===== config.mk =====
export PLATFORM = sky130hd
export DESIGN_NAME = unified_mem_arbiter
export DESIGN_NICKNAME = d
export VERILOG_FILES = /design/src/rtl/arb_pkg.sv /design/src/rtl/unified_mem_arbiter_load_align.sv /design/src/rtl/unified_mem_arbiter.sv
export SDC_FILE = /design/constraint.sdc
export NUM_CORES = 1
export LEC_CHECK = 0
export ABC_AREA = 1
export CORE_AREA = 2 2 106 108
export DETAILED_ROUTE_END_ITERATION = 8
export DIE_AREA = 0 0 108 110
export PLACE_DENSITY = 0.79
export REMOVE_ABC_BUFFERS = 1
export SYNTH_ARGS = -nofsm -noshare
export SYNTH_HDL_FRONTEND = slang
export SYNTH_SLANG_ARGS = --single-unit

===== constraint.sdc =====
create_clock -name clk -period 6.95 [get_ports clk]
set_clock_uncertainty 0.1 [all_clocks]
set_input_delay 1.0425 -clock clk [delete_from_list [all_inputs] [get_ports clk]]
set_output_delay 1.0425 -clock clk [all_outputs]
set_load 0.02 [all_outputs]

===== src/rtl/arb_pkg.sv =====
// Shared owner encoding, RV32I load/store funct3 codes and misalignment helper for the memory arbiter.
package arb_pkg;

   typedef enum logic [1:0] {OWN_NONE, OWN_IF, OWN_DATA} owner_e;

   localparam logic [2:0] F3_B  = 3'b000;
   localparam logic [2:0] F3_H  = 3'b001;
   localparam logic [2:0] F3_W  = 3'b010;
   localparam logic [2:0] F3_BU = 3'b100;
   localparam logic [2:0] F3_HU = 3'b101;

   function automatic logic is_misaligned(input logic [2:0] f3, input logic [1:0] off);
      case (f3[1:0])
         2'b01:   return off[0];
         2'b10:   return off != 2'b00;
         default: return 1'b0;
      endcase
   endfunction

endpackage


===== src/rtl/unified_mem_arbiter_load_align.sv =====
// Load lane select and sign/zero extension; purely combinational, driven by the registered offset and funct3.
module load_align
   import arb_pkg::*;
(
   input  logic [2:0]  f3_i,
   input  logic [1:0]  off_i,
   input  logic [31:0] word_i,
   output logic [31:0] data_o
);

   logic [7:0]  byte_sel;
   logic [15:0] half_sel;

   assign byte_sel = 8'(word_i >> {off_i, 3'b000});
   assign half_sel = off_i[1] ? word_i[31:16] : word_i[15:0];

   always_comb begin
      data_o = 32'h0;
      case (f3_i)
         F3_B:    data_o = {{24{byte_sel[7]}}, byte_sel};
         F3_BU:   data_o = {24'h0, byte_sel};
         F3_H:    data_o = {{16{half_sel[15]}}, half_sel};
         F3_HU:   data_o = {16'h0, half_sel};
         F3_W:    data_o = word_i;
         default: data_o = 32'h0;
      endcase
   end

endmodule


===== src/rtl/unified_mem_arbiter.sv =====
// Single-port memory arbiter, data over fetch; grant is combinational, read response one cycle later.
// Losers see stall_*; ARB_FAIRNESS_EN bounds fetch starvation to STARVE_MAX consecutive data grants.
module unified_mem_arbiter
   import arb_pkg::*;
#(
   parameter int ADDR_W     = 32,
   parameter int STARVE_MAX = 3
) (
   input  logic              clk,
   input  logic              rst_n,
   input  logic              if_req,
   input  logic [ADDR_W-1:0] if_addr,
   output logic              if_gnt,
   output logic              if_rvalid,
   output logic [31:0]       if_rdata,
   input  logic              d_re,
   input  logic              d_we,
   input  logic [ADDR_W-1:0] d_addr,
   input  logic [2:0]        d_funct3,
   input  logic [31:0]       d_wdata,
   output logic              d_gnt,
   output logic              d_rvalid,
   output logic [31:0]       d_rdata,
   output logic              d_misalign,
   output logic              stall_if,
   output logic              stall_mem,
   output logic [ADDR_W-3:0] ram_addr,
   output logic              ram_re,
   output logic [3:0]        ram_we,
   output logic [31:0]       ram_wdata,
   input  logic [31:0]       ram_rdata
);

   owner_e     owner_q, owner_d;
   logic [2:0] f3_q;
   logic [1:0] off_q;
   logic       rd_q;
   logic       mis_q;
   logic       data_req;
   logic       force_if;
   logic       mis;
   logic [31:0] aligned;
   logic       unused_addr_lsb;

   assign data_req        = d_re | d_we;
   assign unused_addr_lsb = ^if_addr[1:0];

`ifdef ARB_FAIRNESS_EN
   localparam int CW = (STARVE_MAX > 0) ? $clog2(STARVE_MAX + 1) : 1;
   logic [CW-1:0] starve_q;

   assign force_if = if_req & data_req & (starve_q == CW'(STARVE_MAX));

   always_ff @(posedge clk or negedge rst_n) begin
      if (!rst_n)
         starve_q <= '0;
      else if (if_gnt)
         starve_q <= '0;
      else if (d_gnt && if_req)
         starve_q <= starve_q + 1'b1;
   end
`else
   assign force_if = 1'b0;
`endif

   assign d_gnt      = data_req & ~force_if;
   assign if_gnt     = if_req & ~d_gnt;
   assign stall_if   = if_req & ~if_gnt;
   assign stall_mem  = data_req & ~d_gnt;
   assign mis        = d_gnt & is_misaligned(d_funct3, d_addr[1:0]);
   assign d_misalign = mis;
   assign ram_re     = if_gnt | (d_gnt & d_re);
   assign ram_addr   = d_gnt  ? d_addr[ADDR_W-1:2] :
                       if_gnt ? if_addr[ADDR_W-1:2] : '0;
   assign owner_d    = d_gnt ? OWN_DATA : (if_gnt ? OWN_IF : OWN_NONE);

   // Sub-word stores replicate data so the enabled lanes always see the right bytes.
   always_comb begin
      ram_we    = 4'b0000;
      ram_wdata = 32'h0;
      if (d_gnt && d_we && !mis) begin
         case (d_funct3[1:0])
            2'b00: begin
               ram_we    = 4'b0001 << d_addr[1:0];
               ram_wdata = {4{d_wdata[7:0]}};
            end
            2'b01: begin
               ram_we    = 4'b0011 << {d_addr[1], 1'b0};
               ram_wdata = {2{d_wdata[15:0]}};
            end
            default: begin
               ram_we    = 4'b1111;
               ram_wdata = d_wdata;
            end
         endcase
      end
   end

   always_ff @(posedge clk or negedge rst_n) begin
      if (!rst_n) begin
         owner_q <= OWN_NONE;
         f3_q    <= 3'b000;
         off_q   <= 2'b00;
         rd_q    <= 1'b0;
         mis_q   <= 1'b0;
      end else begin
         owner_q <= owner_d;
         f3_q    <= d_funct3;
         off_q   <= d_addr[1:0];
         rd_q    <= d_gnt & d_re;
         mis_q   <= mis;
      end
   end

   load_align u_load_align (
      .f3_i   (f3_q),
      .off_i  (off_q),
      .word_i (ram_rdata),
      .data_o (aligned)
   );

   assign if_rvalid = (owner_q == OWN_IF);
   assign if_rdata  = if_rvalid ? ram_rdata : 32'h0;
   assign d_rvalid  = (owner_q == OWN_DATA) & rd_q;
   assign d_rdata   = (d_rvalid && !mis_q) ? aligned : 32'h0;

endmodule

==> run summary, run 1 <==
The cell area that synthesis handed to floorplanning was 0.00243 mm². Element type at the critical path start: an input port. The floorplan step defined a core boundary enclosing 0.0107 mm². The required time reported for the critical path endpoint was 5.81 ns.

The tools report the total routed wirelength as 11800 µm. Met2 wire length: 5700 µm. The initial utilization of the core area, before any placement, comes to 22.7%. The run gives 24 as the number of distinct library cells after synthesis.

The flow ran to the end, and the final reports show no timing, DRC or antenna violations. The worst setup path is of the in -> out kind. The first global-routing pass estimated 17900 µm of wire. The part of the power in registers is 13.3%. The run gives 0 as the number of inserted diodes. The transition time of the tightest slew-check pin is 1.05 ns.

After detailed routing, the met3 layer carries 1240 µm of wire. Using the TritonRoute via totals, the vias-per-cell ratio works out to 4.47. The die width works out to 108 µm. The detailed router used layers up to and including met4. Share of the clock period used by the worst path: 70.3%.

The count of cells resized by post-cts repair is 0. From bottom edge to top edge, the die measures 110 µm. After synthesis, the mean cell area works out to 5.09 µm². The area growth from synthesis to layout is 114%.

The tools report the data arrival at the endpoint of the critical path as 3.75 ns. Summed over all layers, the global routing overflow is 0. The clock network burns 12.4% of the power.

The logs give 478 for the number of instances in the synthesized netlist and 74.3% for the proportion of power drawn by combinational gates. The initial antenna violation count was 0. The largest driver fanout on the critical path was 36; the half-perimeter wire length after detailed placement was 9560 µm. The logs give 274 for the I/O pin count and 0 for the cts-stage hold buffer count. Summed over all cells, the static leakage comes to 2.40 nW. Count of endpoints failing hold in the final timing report: 0. The worst path needs 4.89 ns of the cycle, external delays included. In this run, CTS created clock tree buffers numbering 3. The run gives 0 as the number of max-slew violations in the final report.

The switching power of the nets is 0.187 mW. The path class of the tightest hold or removal check is in -> async. Counting flops and latches in the post-synthesis netlist gives 9.

The final weighted congestion in routability-driven placement was 0.830; the average detailed-routed wire length per instance was 13.6 µm. TritonCTS built the clock tree. The maximum number of pins on one net before global-route repair came out at 37. The library cell used most frequently in the layout, excluding fill and tap cells, is sky130_fd_sc_hd__clkdlybuf4s50_1. The library cell used as clock root buffer was sky130_fd_sc_hd__clkbuf_8. After clock tree synthesis, the clock-pin slew on the worst setup and hold paths is 0.04 ns. The vias after detailed routing is 3879.

Summing internal, switching and leakage power gives 0.454 mW. The worst pin sits at a relative slew slack of 30.2%. The die covers 0.0119 mm². Before antenna repair, the detailed router went through 5 iterations. The maximum resistive drop on vdd is 0.0000463 V. The tools report the critical path capture point type as a primary output.

Worst hold margin: 1.00 ns. The via count of the first global-routing pass was 3640; the detailed-route DRC error count was 0. Setup repair after global routing left no endpoint under its margin. Setup total negative slack on the finished layout was measured at 0 ns. Buffers added to address setup during post-CTS repair amount to 0. In this run switching power makes up 41.2% of total power. Setup violations remaining at the end of the flow were counted as 0.

Cell internal power was estimated by the tool at 0.267 mW. After the last flow step, the layout net total stands at 867. Counting every sink on the clock net gives 9. The share of cells above drive strength 1 was 4.26%; the number of input and output port buffers inserted was 270. The tool flagged a number of max-cap violations equal to 0. The detailed router finished its first iteration with 200 violations. Sequential cells were found to cover 9.25% of the synthesized design area. The fmax came out at 205 MHz. In this run the deepest clock path goes through 2 buffers.

Global routing used 18.7% of the available tracks. The logs give 1 for the H-tree depth and 0 for the synthesis warning total. For the detailed-routing wirelength on met1, the log shows 4570 µm. For this design the ratio of total power to cell area is 87.0 mW/mm². The initialized floorplan defines 38 standard-cell rows. The detail route stage leaves a number of antenna-violating nets equal to 0. In the layout the commonest cells are sky130_fd_sc_hd__clkdlybuf4s50_1, sky130_fd_sc_hd__nor2_1, sky130_fd_sc_hd__nand2_1.
-- power groups by stage --
stage / clock network (mW) / logic (mW) / registers (mW)
floorplan: 0 / 0.150 / 0.0596
CTS: 0.0583 / 0.339 / 0.0604
detailed placement: 0 / 0.338 / 0.0611
global placement: 0 / 0.336 / 0.0610
global route: 0.0629 / 0.364 / 0.0611
finish: 0.0561 / 0.337 / 0.0603
-- layout make-up --
class                      count  area [µm²]
multi-input combinational    358        1740
clock buffer                   4        45.0
tap                          140         175
timing repair buffer         272        2720
fill                        1117        5480
inverter                      84         315
sequential                     9         225
-- sequential cells by signal, indices dropped and copies added (netlist names) --
name,count
off_q,2
f3_q,3
rd_q,1
mis_q,1
owner_q,2
-- worst max-delay path, cell delays in order --
cell,delay (ns)
sky130_fd_sc_hd__clkdlybuf4s50_1,0.45
sky130_fd_sc_hd__buf_4,0.24
sky130_fd_sc_hd__inv_1,0.09
sky130_fd_sc_hd__ha_1,0.29
sky130_fd_sc_hd__inv_2,0.18
sky130_fd_sc_hd__o21ai_1,0.08
sky130_fd_sc_hd__nand2_1,0.10
sky130_fd_sc_hd__nand2_2,0.36
sky130_fd_sc_hd__nor2_1,0.22
sky130_fd_sc_hd__clkdlybuf4s50_1,0.69
-- per-stage QoR --
| step | util, % | area [µm²] | cells | setup WS, ns |
|---|---|---|---|---|
| 2_1_floorplan | - | 2280 | 451 | 3.55 |
| 3_3_place_gp | 48.3 | 5170 | 863 | 2.06 |
| 3_5_place_dp | 48.3 | 5170 | 863 | 2.04 |
| 4_1_cts | 48.7 | 5210 | 867 | 2.05 |
| 5_1_grt | 48.7 | 5210 | 867 | 1.76 |
| 6_report | 48.7 | 5210 | 867 | 2.06 |
-- synthesized netlist by cell type, drive strengths merged --
| library cell | instances | area (µm²) |
|---|---|---|
| nor3 | 1 | 5.00 |
| ha | 3 | 37.5 |
| nand3 | 21 | 105 |
| or2 | 8 | 50.1 |
| clkbuf | 11 | 41.3 |
| a21oi | 45 | 263 |
| buf | 16 | 116 |
| nand2 | 113 | 434 |
| o21ai | 18 | 90.1 |
| nor2 | 118 | 484 |
| conb | 1 | 3.75 |
| dfrtp | 9 | 225 |
| inv | 84 | 315 |
| a22o | 30 | 263 |
-- layer usage --
layer | vias up | GRT usage [%]
li1 | 1978 | -
met1 | 1689 | 20.9
met2 | 190 | 34.0
met3 | 22 | 5.94
met4 | 0 | 5.59
met5 | - | 0
-- worst max-delay path by stage --
| stage | startpoint | end | slack [ns] |
|---|---|---|---|
| after floorplan | d_funct3[1] | ram_wdata[0] | 3.55 |
| after global placement | d_funct3[1] | ram_we[0] | 2.06 |
| after detailed placement | d_funct3[1] | ram_we[0] | 2.04 |
| after CTS | d_funct3[1] | ram_we[0] | 2.05 |
| after global routing | d_funct3[1] | ram_we[0] | 1.76 |
| final | d_funct3[1] | ram_we[0] | 2.06 |
-- kinds of logic (layout without fill, tap and decap cells) --
group,Yosys count,in the layout,synth area share [%]
fa+ha+maj,3,3,1.54
other cells,1,1,0.154
flops,9,9,9.25
compound gates,93,93,25.3
simple gates,261,261,44.3
buf+inv,111,360,19.4
(Power assumes the default switching activity.)
==> inputs of run 2 (changes only) <==
- CORE_AREA: 2 2 106 108 -> 2 2 105 107
- DIE_AREA: 0 0 108 110 -> 0 0 107 109
- PLACE_DENSITY: 0.79 -> 0.8
- clock period: 6.95 -> 4.8 ns (I/O delays scaled with it)
==> run 2 against run 1 <==
Effect of this change:
- combinational power is 47% higher
- via count is 0.21% lower
- non-clock buffer count is 2 higher
- total power is 46% higher
- flip-flop and latch count stayed put
- cell area is 0.29% higher
- first-iteration DRC count is 17% lower
- core utilization is 0.58 points higher
- hold slack worse by 0.31 ns
- clock-buffer cell count stayed put
- global-route usage is 1.7 points higher
- largest power group unchanged
==> run summary, run 2 (synthesized netlist as in run 1, its figures left out) <==
The flow ran to the end, and the final reports show no timing, DRC or antenna violations. For the first-pass GRT wire length, the log shows 18500 µm. TritonCTS built the clock tree.

From left edge to right edge, the die measures 107 µm. The worst hold margin is 0.691 ns. The register with the most flip-flops in the layout has 3 of them.

The region available for standard cell placement spans 0.0106 mm². The tools report the H-tree depth as 1. Leaving out filler cells and counting taps, the final layout contains 869.

In the layout the commonest cells are sky130_fd_sc_hd__clkdlybuf4s50_1, sky130_fd_sc_hd__nor2_1, sky130_fd_sc_hd__nand2_1. The die is 109 µm tall. Setup repair after global routing left no endpoint under its margin. The critical path capture point type is a primary output. Leaving out fill and tap cells, the most frequent cell in the layout is sky130_fd_sc_hd__clkdlybuf4s50_1. For the required time reported for the critical path endpoint, the log shows 3.98 ns.

Global routing finished with a remaining overflow of 0. After floorplanning, the core was divided into 38 placement rows. Subtracting the final worst setup slack from the clock period gives 4.03 ns. The leakage power was 2.41 nW.

In this run the worst path has a maximum fanout of 19. The worst setup path is launched from an input port. The average detailed-routed wire length per instance is 14.2 µm.

Routability-driven placement finished with a final weighted congestion of 0.850. For this run, the post-layout net count is 869. For this configuration, the core starts out at a cell density of 23.0%. The number of antenna diodes in the final layout is 0. The initial antenna violation count came out at 0. The category of the critical setup timing path is in -> out.

For the pin with the worst max-slew slack, the measured transition is 1.05 ns. The total power density per cell area was 127 mW/mm²; the highest cell delay on the worst timing path was 0.58 ns. The logs give 0 for the cts-stage hold buffer count and 0.664 mW for the overall power after layout. The half-perimeter wire length after detailed placement was 10000 µm.

Cells with a size suffix above 1 make up 4.53% of the layout. Clock-pin slew was measured on the worst setup and hold paths at 0.04 ns. VDD sags by at most 0.0000755 V. The total negative setup slack is 0 ns, and the worst slew margin relative to its limit is 29.8%. The number of buffers inserted during clock tree synthesis is 3, and the utilization after layout is 49.3%.

Derived from the worst setup path, the maximum achievable clock frequency is 248 MHz. The largest registers in the layout are f3_q (3), off_q (2), owner_q (2). Pin placement for this block handled 274 I/O pins. The tools report the number of max-slew violations in the final report as 0. The logs give 2 for the worst-case clock buffer depth and 9 for the total clock sinks. For the data arrival at the endpoint of the critical path, the log shows 3.21 ns.

The number of input and output port buffers inserted was 270; the area of the die was 0.0117 mm². After detailed routing, the number of remaining DRC violations is 0. The detailed router placed 3871 vias in this run.

The signal on the critical path passes through clkdlybuf4s50_1 > inv_1 > ha_1 > nor2_8 > inv_1 > or2_2 > nand2_1 > nor2_1 > clkdlybuf4s50_1. Entering global routing, the biggest net connects 37 pins. The logs give 0 for the number of buffers inserted by post-CTS setup repair and 20.4% for the global router's overall resource usage. The count of nets left with antenna violations once routing finished came out at 0. Counting flops per register, the top entry is f3_q. The tools report the cell total after placement as 865. In this run, post-CTS repair resized a total of 0 instances. Broken down by cell family, the worst path's largest delay share belongs to buffers and inverters.

For the count of endpoints failing hold in the final timing report, the log shows 0. The count of final setup violators is 0. For this block, the initial DRC count from the detailed router was 167.

The number of optimization iterations in the first detailed-route pass is 4. The via count of the first global-routing pass came out at 3597. The worst hold path belongs to the class in -> async. The total routed wirelength came out at 12300 µm. Of the available clock period, the critical path in the final layout requires 83.9%.

For the number of maximum-capacitance constraint violations, the log shows 0. The detail-routed via count per cell was 4.45. The tools report the library cell used as clock root buffer as sky130_fd_sc_hd__clkbuf_8. Counting both buffers and inverters, the worst setup path holds a total of 4. The cell with the biggest individual delay on the critical path was sky130_fd_sc_hd__clkdlybuf4s50_1.

The post-synthesis to final-layout area growth works out to 115%.
## run 2: worst paths after layout
kind,from,end,slack [ns],depth (start not counted)
max in group asynchronous,rst_n,mis_q,3.63,1
setup / recovery,d_funct3[0],ram_wdata[28],0.77,9
hold / removal,rst_n,owner_q[0],0.69,1
min in group clk,d_funct3[2],f3_q[2],0.83,1
## run 2: cell type report
type / count / area, µm²
well taps: 140 / 175
fillers: 1086 / 5370
inverters: 84 / 315
clock buffers: 4 / 45.0
flip-flops and latches: 9 / 225
multi-input cells: 358 / 1740
repair buffers: 274 / 2730
## run 2: layer usage
layer  share of wire (%)  vias to the layer above  track usage [%]
li1                    -                     1984                -
met1                  36                     1690             21.4
met2                  53                      181             39.6
met3                 8.8                       16             4.96
met4                 2.6                        0             6.77
met5                   0                        -                0
## run 2: where the power goes
| part | total (mW) | switching, mW | internal (mW) |
|---|---|---|---|
| sequential | 0.0844 | 0.00448 | 0.0800 |
| combinational | 0.494 | 0.243 | 0.250 |
| clock | 0.0853 | 0.0276 | 0.0577 |
## run 2: through the flow
stage	instance area, µm²	setup slack, ns
after floorplan	2280	2.04
after global placement	5180	0.796
after detailed placement	5180	0.765
after CTS	5230	0.763
after global routing	5230	0.631
final	5230	0.772
